`config.mk`:
```
export PLATFORM = sky130hd
export DESIGN_NAME = ctl_shot
export DESIGN_NICKNAME = d
export VERILOG_FILES = /design/src/rtl/duck_pkg.sv /design/src/rtl/edge_rise.sv /design/src/rtl/ctl_shot.sv
export SDC_FILE = /design/constraint.sdc
export NUM_CORES = 1
export LEC_CHECK = 0
export ABC_CLOCK_PERIOD_IN_PS = 3700
export CORE_MARGIN = 2
export CORE_UTILIZATION = 55
export CTS_CLUSTER_DIAMETER = 40
export DETAILED_ROUTE_END_ITERATION = 10
export GPL_TIMING_DRIVEN = 0
export PLACE_DENSITY = 0.95
export SYNTH_ARGS = -nofsm -noshare
export SYNTH_HDL_FRONTEND = slang
export SYNTH_SLANG_ARGS = --single-unit
```
`constraint.sdc`:
```
create_clock -name clk -period 3.7 [get_ports clk]
set_input_delay 0.925 -clock clk [delete_from_list [all_inputs] [get_ports clk]]
set_output_delay 0.925 -clock clk [all_outputs]
set_load 0.1 [all_outputs]
```
`src/rtl/duck_pkg.sv`:
```
// -----------------------------------------------------------------------------
// duck_pkg
//   Shared definitions for the duck-hunt game blocks: screen geometry, default
//   duck hit-box size, the shot resolver state encoding and a span test used
//   for hit detection.
// -----------------------------------------------------------------------------
package duck_pkg;

  localparam int unsigned COORD_W    = 10;
  localparam int unsigned SCREEN_W   = 1024;
  localparam int unsigned SCREEN_H   = 768;
  localparam int unsigned DUCK_W_DEF = 64;
  localparam int unsigned DUCK_H_DEF = 64;

  typedef enum logic [2:0] {
    ST_IDLE     = 3'd0,
    ST_BLACK    = 3'd1,
    ST_TARGET   = 3'd2,
    ST_RESULT   = 3'd3,
    ST_COOLDOWN = 3'd4
  } shot_state_t;

  // True when base <= pos < base + size. The upper limit is formed at
  // COORD_W+1 bits so a box that starts near the right/bottom edge of the
  // coordinate range does not wrap to a small value.
  function automatic logic in_span(input logic [COORD_W-1:0] pos,
                                   input logic [COORD_W-1:0] base,
                                   input logic [COORD_W:0]   size);
    logic [COORD_W:0] limit;
    limit = {1'b0, base} + size;
    return (pos >= base) && ({1'b0, pos} < limit);
  endfunction

endpackage

```
`src/rtl/edge_rise.sv`:
```
// -----------------------------------------------------------------------------
// edge_rise
//   1-bit rising-edge detector. The pulse is combinational from the current
//   input and the registered previous value, so a rise is visible in the same
//   cycle the input goes high. Input must already be synchronous to clk.
// Ports
//   clk    in  system clock
//   rst    in  asynchronous, active-high reset (clears the history register)
//   in     in  level input
//   pulse  out high for the first cycle in which `in` is high after being low
// -----------------------------------------------------------------------------
module edge_rise (
  input  logic clk,
  input  logic rst,
  input  logic in,
  output logic pulse
);

  logic in_q;

  // NOTE: clocked state uses non-blocking (<=) so every register samples the
  // pre-edge values, independent of statement order.
  always_ff @(posedge clk or posedge rst) begin
    if (rst) in_q <= 1'b0;
    else     in_q <= in;
  end

  assign pulse = in & ~in_q;

endmodule

```
`src/rtl/ctl_shot.sv`:
```
// -----------------------------------------------------------------------------
// ctl_shot
//   Light-gun style shot resolver. A trigger press latches the cursor, spends
//   FLASH_FRAMES frames with the whole screen black, then FLASH_FRAMES frames
//   with only the duck box lit, and on the last target frame decides hit or
//   miss against the live duck box. After the one-cycle result it waits
//   COOLDOWN_FRAMES frames before another shot is accepted.
//   SHOTS must be 1..3; FLASH_FRAMES and COOLDOWN_FRAMES must be 1..32.
// Ports
//   clk, rst        clock, asynchronous active-high reset
//   new_frame       1-cycle pulse per video frame
//   game_start      reload shots and abort any sequence (highest priority)
//   trigger         fire button level, synchronous to clk
//   cursor_x/y      crosshair position
//   duck_x/y        duck top-left corner, duck_show = duck visible
//   shot_hit/miss   1-cycle result pulses
//   shots_left      remaining shots this round
//   flash_black     draw pipeline: blank whole screen
//   flash_target    draw pipeline: blank all but the duck box
//   busy            a shot sequence is in progress
// -----------------------------------------------------------------------------
module ctl_shot
  import duck_pkg::*;
#(
  parameter int unsigned DUCK_W          = DUCK_W_DEF,
  parameter int unsigned DUCK_H          = DUCK_H_DEF,
  parameter int unsigned SHOTS           = 3,
  parameter int unsigned FLASH_FRAMES    = 1,
  parameter int unsigned COOLDOWN_FRAMES = 15
) (
  input  logic               clk,
  input  logic               rst,
  input  logic               new_frame,
  input  logic               game_start,
  input  logic               trigger,
  input  logic [COORD_W-1:0] cursor_x,
  input  logic [COORD_W-1:0] cursor_y,
  input  logic [COORD_W-1:0] duck_x,
  input  logic [COORD_W-1:0] duck_y,
  input  logic               duck_show,
  output logic               shot_hit,
  output logic               shot_miss,
  output logic [1:0]         shots_left,
  output logic               flash_black,
  output logic               flash_target,
  output logic               busy
);

  localparam logic [COORD_W:0] BOX_W      = (COORD_W+1)'(DUCK_W);
  localparam logic [COORD_W:0] BOX_H      = (COORD_W+1)'(DUCK_H);
  localparam logic [1:0]       SHOTS_INIT = 2'(SHOTS);
  // Counter value on which the final counted frame of a state arrives.
  localparam logic [4:0]       FLASH_LAST = 5'(FLASH_FRAMES - 1);
  localparam logic [4:0]       COOL_LAST  = 5'(COOLDOWN_FRAMES - 1);

  // ---------------------------------------------------------------------------
  // Trigger edge
  // ---------------------------------------------------------------------------
  logic fire;

  edge_rise u_trigger_edge (
    .clk   (clk),
    .rst   (rst),
    .in    (trigger),
    .pulse (fire)
  );

  // ---------------------------------------------------------------------------
  // State and datapath registers
  // ---------------------------------------------------------------------------
  shot_state_t        state,      state_n;
  logic [4:0]         frame_cnt,  frame_cnt_n;
  logic [COORD_W-1:0] lx,         lx_n;
  logic [COORD_W-1:0] ly,         ly_n;
  logic [1:0]         shots_n;

  logic shot_hit_n, shot_miss_n, flash_black_n, flash_target_n, busy_n;
  logic hit_now;

  // Hit test uses the cursor latched at fire time and the duck as it is now.
  assign hit_now = duck_show
                 && in_span(lx, duck_x, BOX_W)
                 && in_span(ly, duck_y, BOX_H);

  // ---------------------------------------------------------------------------
  // Next-state logic
  // ---------------------------------------------------------------------------
  always_comb begin
    // NOTE: every variable gets a default before any branch, so no path
    // leaves one unassigned and no latch is inferred.
    state_n     = state;
    frame_cnt_n = frame_cnt;
    shots_n     = shots_left;
    lx_n        = lx;
    ly_n        = ly;

    case (state)
      ST_IDLE: begin
        // Presses with no shots left, or in the same cycle as a restart, are
        // dropped without any feedback.
        if (fire && (shots_left != 2'd0) && !game_start) begin
          state_n = ST_BLACK;
          lx_n    = cursor_x;
          ly_n    = cursor_y;
          shots_n = shots_left - 2'd1;
        end
      end

      ST_BLACK: begin
        if (new_frame) begin
          if (frame_cnt == FLASH_LAST) state_n     = ST_TARGET;
          else                         frame_cnt_n = frame_cnt + 5'd1;
        end
      end

      ST_TARGET: begin
        if (new_frame) begin
          if (frame_cnt == FLASH_LAST) state_n     = ST_RESULT;
          else                         frame_cnt_n = frame_cnt + 5'd1;
        end
      end

      ST_RESULT: state_n = ST_COOLDOWN;

      ST_COOLDOWN: begin
        if (new_frame) begin
          if (frame_cnt == COOL_LAST) state_n     = ST_IDLE;
          else                        frame_cnt_n = frame_cnt + 5'd1;
        end
      end

      default: state_n = ST_IDLE;
    endcase

    // Each state counts its own frames from zero; a frame pulse arriving on
    // the transition edge belongs to neither state.
    if (state_n != state) frame_cnt_n = '0;

    if (game_start) begin
      state_n     = ST_IDLE;
      frame_cnt_n = '0;
      shots_n     = SHOTS_INIT;
    end
  end

  // ---------------------------------------------------------------------------
  // Next-output logic: outputs are registered copies of what the next state
  // implies, so they line up exactly with the state register.
  // ---------------------------------------------------------------------------
  always_comb begin
    busy_n         = (state_n != ST_IDLE);
    flash_black_n  = (state_n == ST_BLACK);
    flash_target_n = (state_n == ST_TARGET);
    // RESULT is only reachable from TARGET on the resolving frame, so the
    // hit test is sampled in exactly that cycle.
    shot_hit_n     = (state_n == ST_RESULT) &&  hit_now;
    shot_miss_n    = (state_n == ST_RESULT) && !hit_now;
  end

  // ---------------------------------------------------------------------------
  // Registers
  // ---------------------------------------------------------------------------
  // NOTE: reset is asynchronous; it takes effect immediately, without a clock.
  always_ff @(posedge clk or posedge rst) begin
    if (rst) begin
      state        <= ST_IDLE;
      frame_cnt    <= '0;
      lx           <= '0;
      ly           <= '0;
      shots_left   <= SHOTS_INIT;
      shot_hit     <= 1'b0;
      shot_miss    <= 1'b0;
      flash_black  <= 1'b0;
      flash_target <= 1'b0;
      busy         <= 1'b0;
    end else begin
      state        <= state_n;
      frame_cnt    <= frame_cnt_n;
      lx           <= lx_n;
      ly           <= ly_n;
      shots_left   <= shots_n;
      shot_hit     <= shot_hit_n;
      shot_miss    <= shot_miss_n;
      flash_black  <= flash_black_n;
      flash_target <= flash_target_n;
      busy         <= busy_n;
    end
  end

endmodule

```
# After elaboration in Yosys (flattened, before gate mapping)
# Cells that the tools add are included.
[totals] reg_bits=36 in_bits=46 out_inout_bits=7 wordCells=74
[op_classes] n_addsub=4 order_cmp=4 eq_ne=13 mux=19 bitwise=2 reduce_logical=21
[ops] cell="5-bit two-way mux" count=6
[ops] cell="3-bit two-way mux" count=8
[ops] cell="10-bit by 7-bit adder with 11-bit output (second input constant)" count=2
[ops] cell="10-bit by 11-bit < comparator with 1-bit output" count=2
[ops] cell="10-bit greater-or-equal comparator" count=2
[ops] cell="3-bit case mux with 5 select lines" count=1
[ops] cell="3-bit by 2-bit equality test with 1-bit output (second input constant)" count=4
[ops] cell="5-bit case mux with 2 select lines" count=1
[ops] cell="1-bit logical AND" count=8
[ops] cell="4-bit inequality test (second input constant)" count=2
[ops] cell="3-bit by 1-bit equality test with 1-bit output (second input constant)" count=2
[ops] cell="2-bit two-way mux" count=3
[ops] cell="2-bit nonzero test" count=3
[ops] cell="5-bit by 1-bit adder with 5-bit output (second input constant)" count=1
[ops] cell="5-bit by 4-bit equality test with 1-bit output (second input constant)" count=1
[ops] cell="5-bit logical NOT" count=1
[ops] cell="5-bit AND reduction" count=1
[ops] cell="4-bit by 1-bit inequality test with 1-bit output (second input constant)" count=1
[ops] cell="4-bit by 3-bit inequality test with 1-bit output (second input constant)" count=1
[ops] cell="2-bit AND reduction" count=2
[ops] cell="4-bit nonzero test" count=1
[ops] cell="3-bit equality test (second input constant)" count=1
[ops] cell="3-bit logical NOT" count=1
[ops] cell="3-bit inequality test" count=1
[ops] cell="6 further kinds" count=7

# Logic depth before layout (Yosys ltp)
[depth] depth_word=9 depth_mapped=9 ltp_nobuf=9

# Modules after synthesis
# Synthesis repeated with hierarchy kept, for this count alone.
[hier_totals] cells_unflattened=239 area_unflattened_um2=2428.6
[by_module_without_submodules] mod="ctl_shot" instances=1 cells_per_inst=236 area_each_um2=2386.0 seq_area_each_um2=878.3
[by_module_without_submodules] mod="edge_rise" instances=1 cells_per_inst=3 area_each_um2=42.5 seq_area_each_um2=25.0

# Least setup slack after synthesis
# No wires, ideal clock.
[synth_path] path_type="input to register" start="input port duck_x[6]" end="register shot_hit" setup_time_ps=67 arrival_time_ps=2689 required_time_ps=3633 slack_ps=943 stages=9 n_path_buf=0 path_cell_list="ha_1 xnor2_1 ha_1 a21o_1 a21oi_1 o2bb2ai_1 a211o_1 a2111oi_2 and3b_1"
[synth_via] elab_chain_cells=6 elab_cells_between_ends=7 cone_classes="add/sub (1); order compare (2); reduce/logical (4)"
[synth_lines] element="start: declaration" line="ctl_shot.sv:38" text="input logic [COORD_W-1:0] duck_x,"
[synth_lines] element="10-bit by 7-bit adder with 11-bit output" line="duck_pkg.sv:30" text="limit = {1'b0, base} + size;"
[synth_lines] element="10-bit by 11-bit < comparator with 1-bit output" line="duck_pkg.sv:31" text="return (pos >= base) && ({1'b0, pos} < limit);"
[synth_lines] element="1-bit logical AND *" line="duck_pkg.sv:31"
[synth_lines] element="1-bit logical AND *" line="ctl_shot.sv:82" text="&& in_span(lx, duck_x, BOX_W)"
[synth_lines] element="1-bit logical AND *" line="ctl_shot.sv:83" text="&& in_span(ly, duck_y, BOX_H);"
[synth_lines] element="1-bit logical AND *" line="ctl_shot.sv:156" text="shot_hit_n = (state_n == ST_RESULT) && hit_now;"
[synth_lines] element="net shot_hit_n" line="ctl_shot.sv:77" text="logic shot_hit_n, shot_miss_n, flash_black_n, flash_target_n, busy_n;"
[synth_lines] element="end signal: assignment" line="ctl_shot.sv:182" text="shot_hit <= shot_hit_n;"
[synth_lines] element="end: declaration" line="ctl_shot.sv:41" text="output logic shot_hit,"
# Mark *: on every way through the listed nets, which the timed path passes. The rest lies on a longest branch.
# A chain may end at the register's enable or synchronous reset.

# Final worst setup path
# Same ends and word-level chain as after synthesis.

==> flow_metrics.env <==
export IMPL_outcome="finished, final reports clean"
export IMPL_crit_type="in2reg"
export IMPL_drtAntennaViolNets=0
export IMPL_cp_end_kind="register"
export IMPL_synth_cell_types=48
export IMPL_period_share_pct=88.0
export IMPL_nets=370
export IMPL_finalSetupViolCount=0
export IMPL_dominantRegCellSynth="dfrtp_1"
export IMPL_num_vias=1929
export IMPL_die_height_um=69.7
export IMPL_clk_latency_ns=0.30
export IMPL_rows=23
export IMPL_synth_seq_area_share_pct=38.1
export IMPL_gr_total_overflow=0
export IMPL_slew_headroom_pct=34.6
export IMPL_cts_tree="yes"
export IMPL_syn_area_mm2=0.00237
export IMPL_floorplan_die_area_mm2=0.00485
export IMPL_maxCapViolCount=0
export IMPL_die_w_um=69.7
export IMPL_critPathLaunchType="input pin"
export IMPL_clk_pin_slew_worst_paths_ns=0.08
export IMPL_hold_viol=0
export IMPL_drive_above_1_share_pct=6.19
export IMPL_clock_path_buffers=2
export IMPL_portBuffers=52
export IMPL_final_setup_tns_ns=0
export IMPL_diodes=0
export IMPL_root_buffer="clkbuf_8"
export IMPL_start_util_pct=58.0
export IMPL_grt_pass1_vias=2042
export IMPL_place_inst=333
export IMPL_tightest_slew_ns=0.978
export IMPL_hp_start="ly[3]$_DFFE_PP0P_"
export IMPL_clock_sinks=36
export IMPL_wl_um=5340
export IMPL_syn_mean_instance_area_um2=10.3
export IMPL_track_usage_pct=23.7
export IMPL_firstDrtPassIters=4
export IMPL_crit_path_start="duck_x[6]"
export IMPL_cp_max_fo=4
export IMPL_place_gp_congestion=0.822
export IMPL_instances_no_fill=341
export IMPL_irDropWorstVdd_mv=0.243
export IMPL_synthCells=231
export IMPL_ios=53
export IMPL_synth_edf_count=0
export IMPL_clock_skew_final_ns=0.00657
export IMPL_antenna_found_initial=0
export IMPL_power_density_mw_per_mm2=408
export IMPL_grt_max_degree=37
export IMPL_coreArea_mm2=0.00409
export IMPL_leakage_nw=1.46
export IMPL_rr_startpoint="lx[5]$_DFFE_PP0P_"
export IMPL_wl_per_cell_um=15.7
export IMPL_required_ns=3.94
export IMPL_drc=0
export IMPL_cts_htree_levels=2
export IMPL_grt_pass1_wl_um=9160
export IMPL_numCtsBuffers=5
export IMPL_hp_class="reg2reg"
export IMPL_period_needed_ns=3.25
export IMPL_yosys_warnings=0
export IMPL_final_max_slew_viol_count=0
export IMPL_cts_hold_fix_buffers=0
export IMPL_syn_nets=311
export IMPL_dpl_hpwl_um=3880
export IMPL_async_flop_share_pct=100
export IMPL_cts_resized=0
export IMPL_max_freq_ghz=0.307
export IMPL_post_cts_buffers=0
export IMPL_cp_arrival_ns=3.50
export IMPL_viasPerCell=5.66
export IMPL_rsz0062_at_grt="no"
export IMPL_drt_iter0_drc=106
export IMPL_ys_ff_latch=36
export IMPL_syn_to_final_growth_pct=29.3
[through the flow]
| step | power (mW) | area (um^2) | hold slack [ns] | util [%] | setup slack (ns) |
|---|---|---|---|---|---|
| after detailed placement | 0.885 | 2950 | 0.481 | 72.3 | 0.180 |
| after floorplan | 0.753 | 2370 | 0.462 | - | 0.943 |
| after global routing | 1.32 | 3070 | 0.527 | 75.0 | 0.267 |
| final | 1.25 | 3070 | 0.492 | 75.0 | 0.446 |
| after global placement | 0.859 | 2950 | 0.472 | 72.3 | 0.260 |
| after CTS | 1.25 | 3070 | 0.497 | 75.0 | 0.457 |
[worst max-delay path, stage by stage]
cell and delay [ns]:
clkdlybuf4s50_1 0.48, ha_1 0.26, xnor2_1 0.14, ha_1 0.30
a21o_1 0.20, a21oi_1 0.16, o2bb2ai_1 0.09, a211o_1 0.28
a2111oi_2 0.45, and3b_1 0.22
[cell usage in the layout, fill, tap and decap left out, types with 2 or more instances in the layout]
master	synthesis	final
o2bb2ai_1	2	2
ha_1	34	34
o21a_1	2	2
or3_1	2	2
clkdlybuf4s50_1	0	52
xnor2_1	6	6
nand4_1	4	4
o21ai_0	5	5
clkbuf_8	0	5
nand2_1	9	9
nor2_1	10	10
a21o_1	3	3
nand2b_1	3	3
o21bai_1	2	2
dfrtp_1	34	34
o211ai_1	4	4
buf_4	2	2
buf_2	2	2
a21oi_1	14	14
xor2_1	4	4
o2111ai_1	2	2
nor2b_1	3	3
mux2_1	18	18
inv_1	31	30
dfstp_2	2	2
nand3_1	5	5
o21ai_1	4	4
a211oi_1	2	2
[logic make-up after synthesis]
group           count (synthesis)  synth area share [%]
simple gates                   48                  11.3
fa+ha+maj                      34                  17.9
mux                            19                  8.97
compound gates                 48                  13.9
buf+inv                        36                  6.12
flops                          36                  38.1
xor+xnor                       10                  3.69
[sequential cells by signal, indices dropped and copies added, names as in the netlist]
| name | cells |
|---|---|
| state | 3 |
| shots_left | 2 |
| flash_black | 1 |
| shot_miss | 1 |
| busy | 1 |
| ly | 10 |
| flash_target | 1 |
| shot_hit | 1 |
| frame_cnt | 5 |
| u_trigger_edge.in_q | 1 |
| lx | 10 |
[cells in the mapped netlist, types with 2 or more instances]
| library cell | n | area share, % |
|---|---|---|
| xnor2_1 | 6 | 2.2 |
| nor2b_1 | 3 | 0.79 |
| mux2_1 | 18 | 8.5 |
| nand3_1 | 5 | 1.1 |
| nor2_1 | 10 | 1.6 |
| o2bb2ai_1 | 2 | 0.74 |
| buf_2 | 2 | 0.42 |
| o21ai_0 | 5 | 1.1 |
| nand2_1 | 9 | 1.4 |
| o2111ai_1 | 2 | 0.74 |
| a211oi_1 | 2 | 0.63 |
| nand2b_1 | 3 | 0.79 |
| o211ai_1 | 4 | 1.3 |
| a21o_1 | 3 | 0.95 |
| dfrtp_1 | 34 | 36 |
| ha_1 | 34 | 18 |
| or3_1 | 2 | 0.53 |
| dfstp_2 | 2 | 2.2 |
| xor2_1 | 4 | 1.5 |
| o21a_1 | 2 | 0.63 |
| a21oi_1 | 14 | 3.0 |
| buf_4 | 2 | 0.63 |
| inv_1 | 31 | 4.9 |
| o21ai_1 | 4 | 0.84 |
| nand4_1 | 4 | 1.1 |
| o21bai_1 | 2 | 0.63 |
[metal layers]
layer,up-vias,global-route usage (%),wire (um)
li1,941,-,-
met1,925,28.0,2270
met2,53,42.1,2730
met3,10,5.09,229
met4,0,8.76,111
met5,-,0,0
[power by group]
part / total [mW] / switching (mW) / internal (mW)
Combinational: 0.405 / 0.210 / 0.195
Sequential: 0.489 / 0.0373 / 0.452
Clock: 0.355 / 0.156 / 0.199
Total: 1.25 / 0.403 / 0.846
[final timing paths]
kind,end,slack [ns],depth (start not counted)
worst max-delay path,shot_hit$_DFF_PP0_,0.45,10
worst min-delay path,ly[3]$_DFFE_PP0P_,0.49,1
worst max register to register,shot_hit$_DFF_PP0_,1.45,7
worst min register to register,ly[3]$_DFFE_PP0P_,0.49,1
max in group asynchronous,ly[7]$_DFFE_PP0P_,2.15,2
min in group asynchronous,ly[2]$_DFFE_PP0P_,1.06,2
[area by class of cell]
type	instances	area, um^2
Buffer	5	28.8
Sequential cell	36	903
Clock buffer	5	68.8
Multi-Input combinational cell	159	1320
Tap cell	50	62.6
Inverter	31	116
Clock inverter	3	42.5
Timing Repair Buffer	52	520
Fill cell	269	1020
No activity file was read; power rests on OpenSTA's default activity.
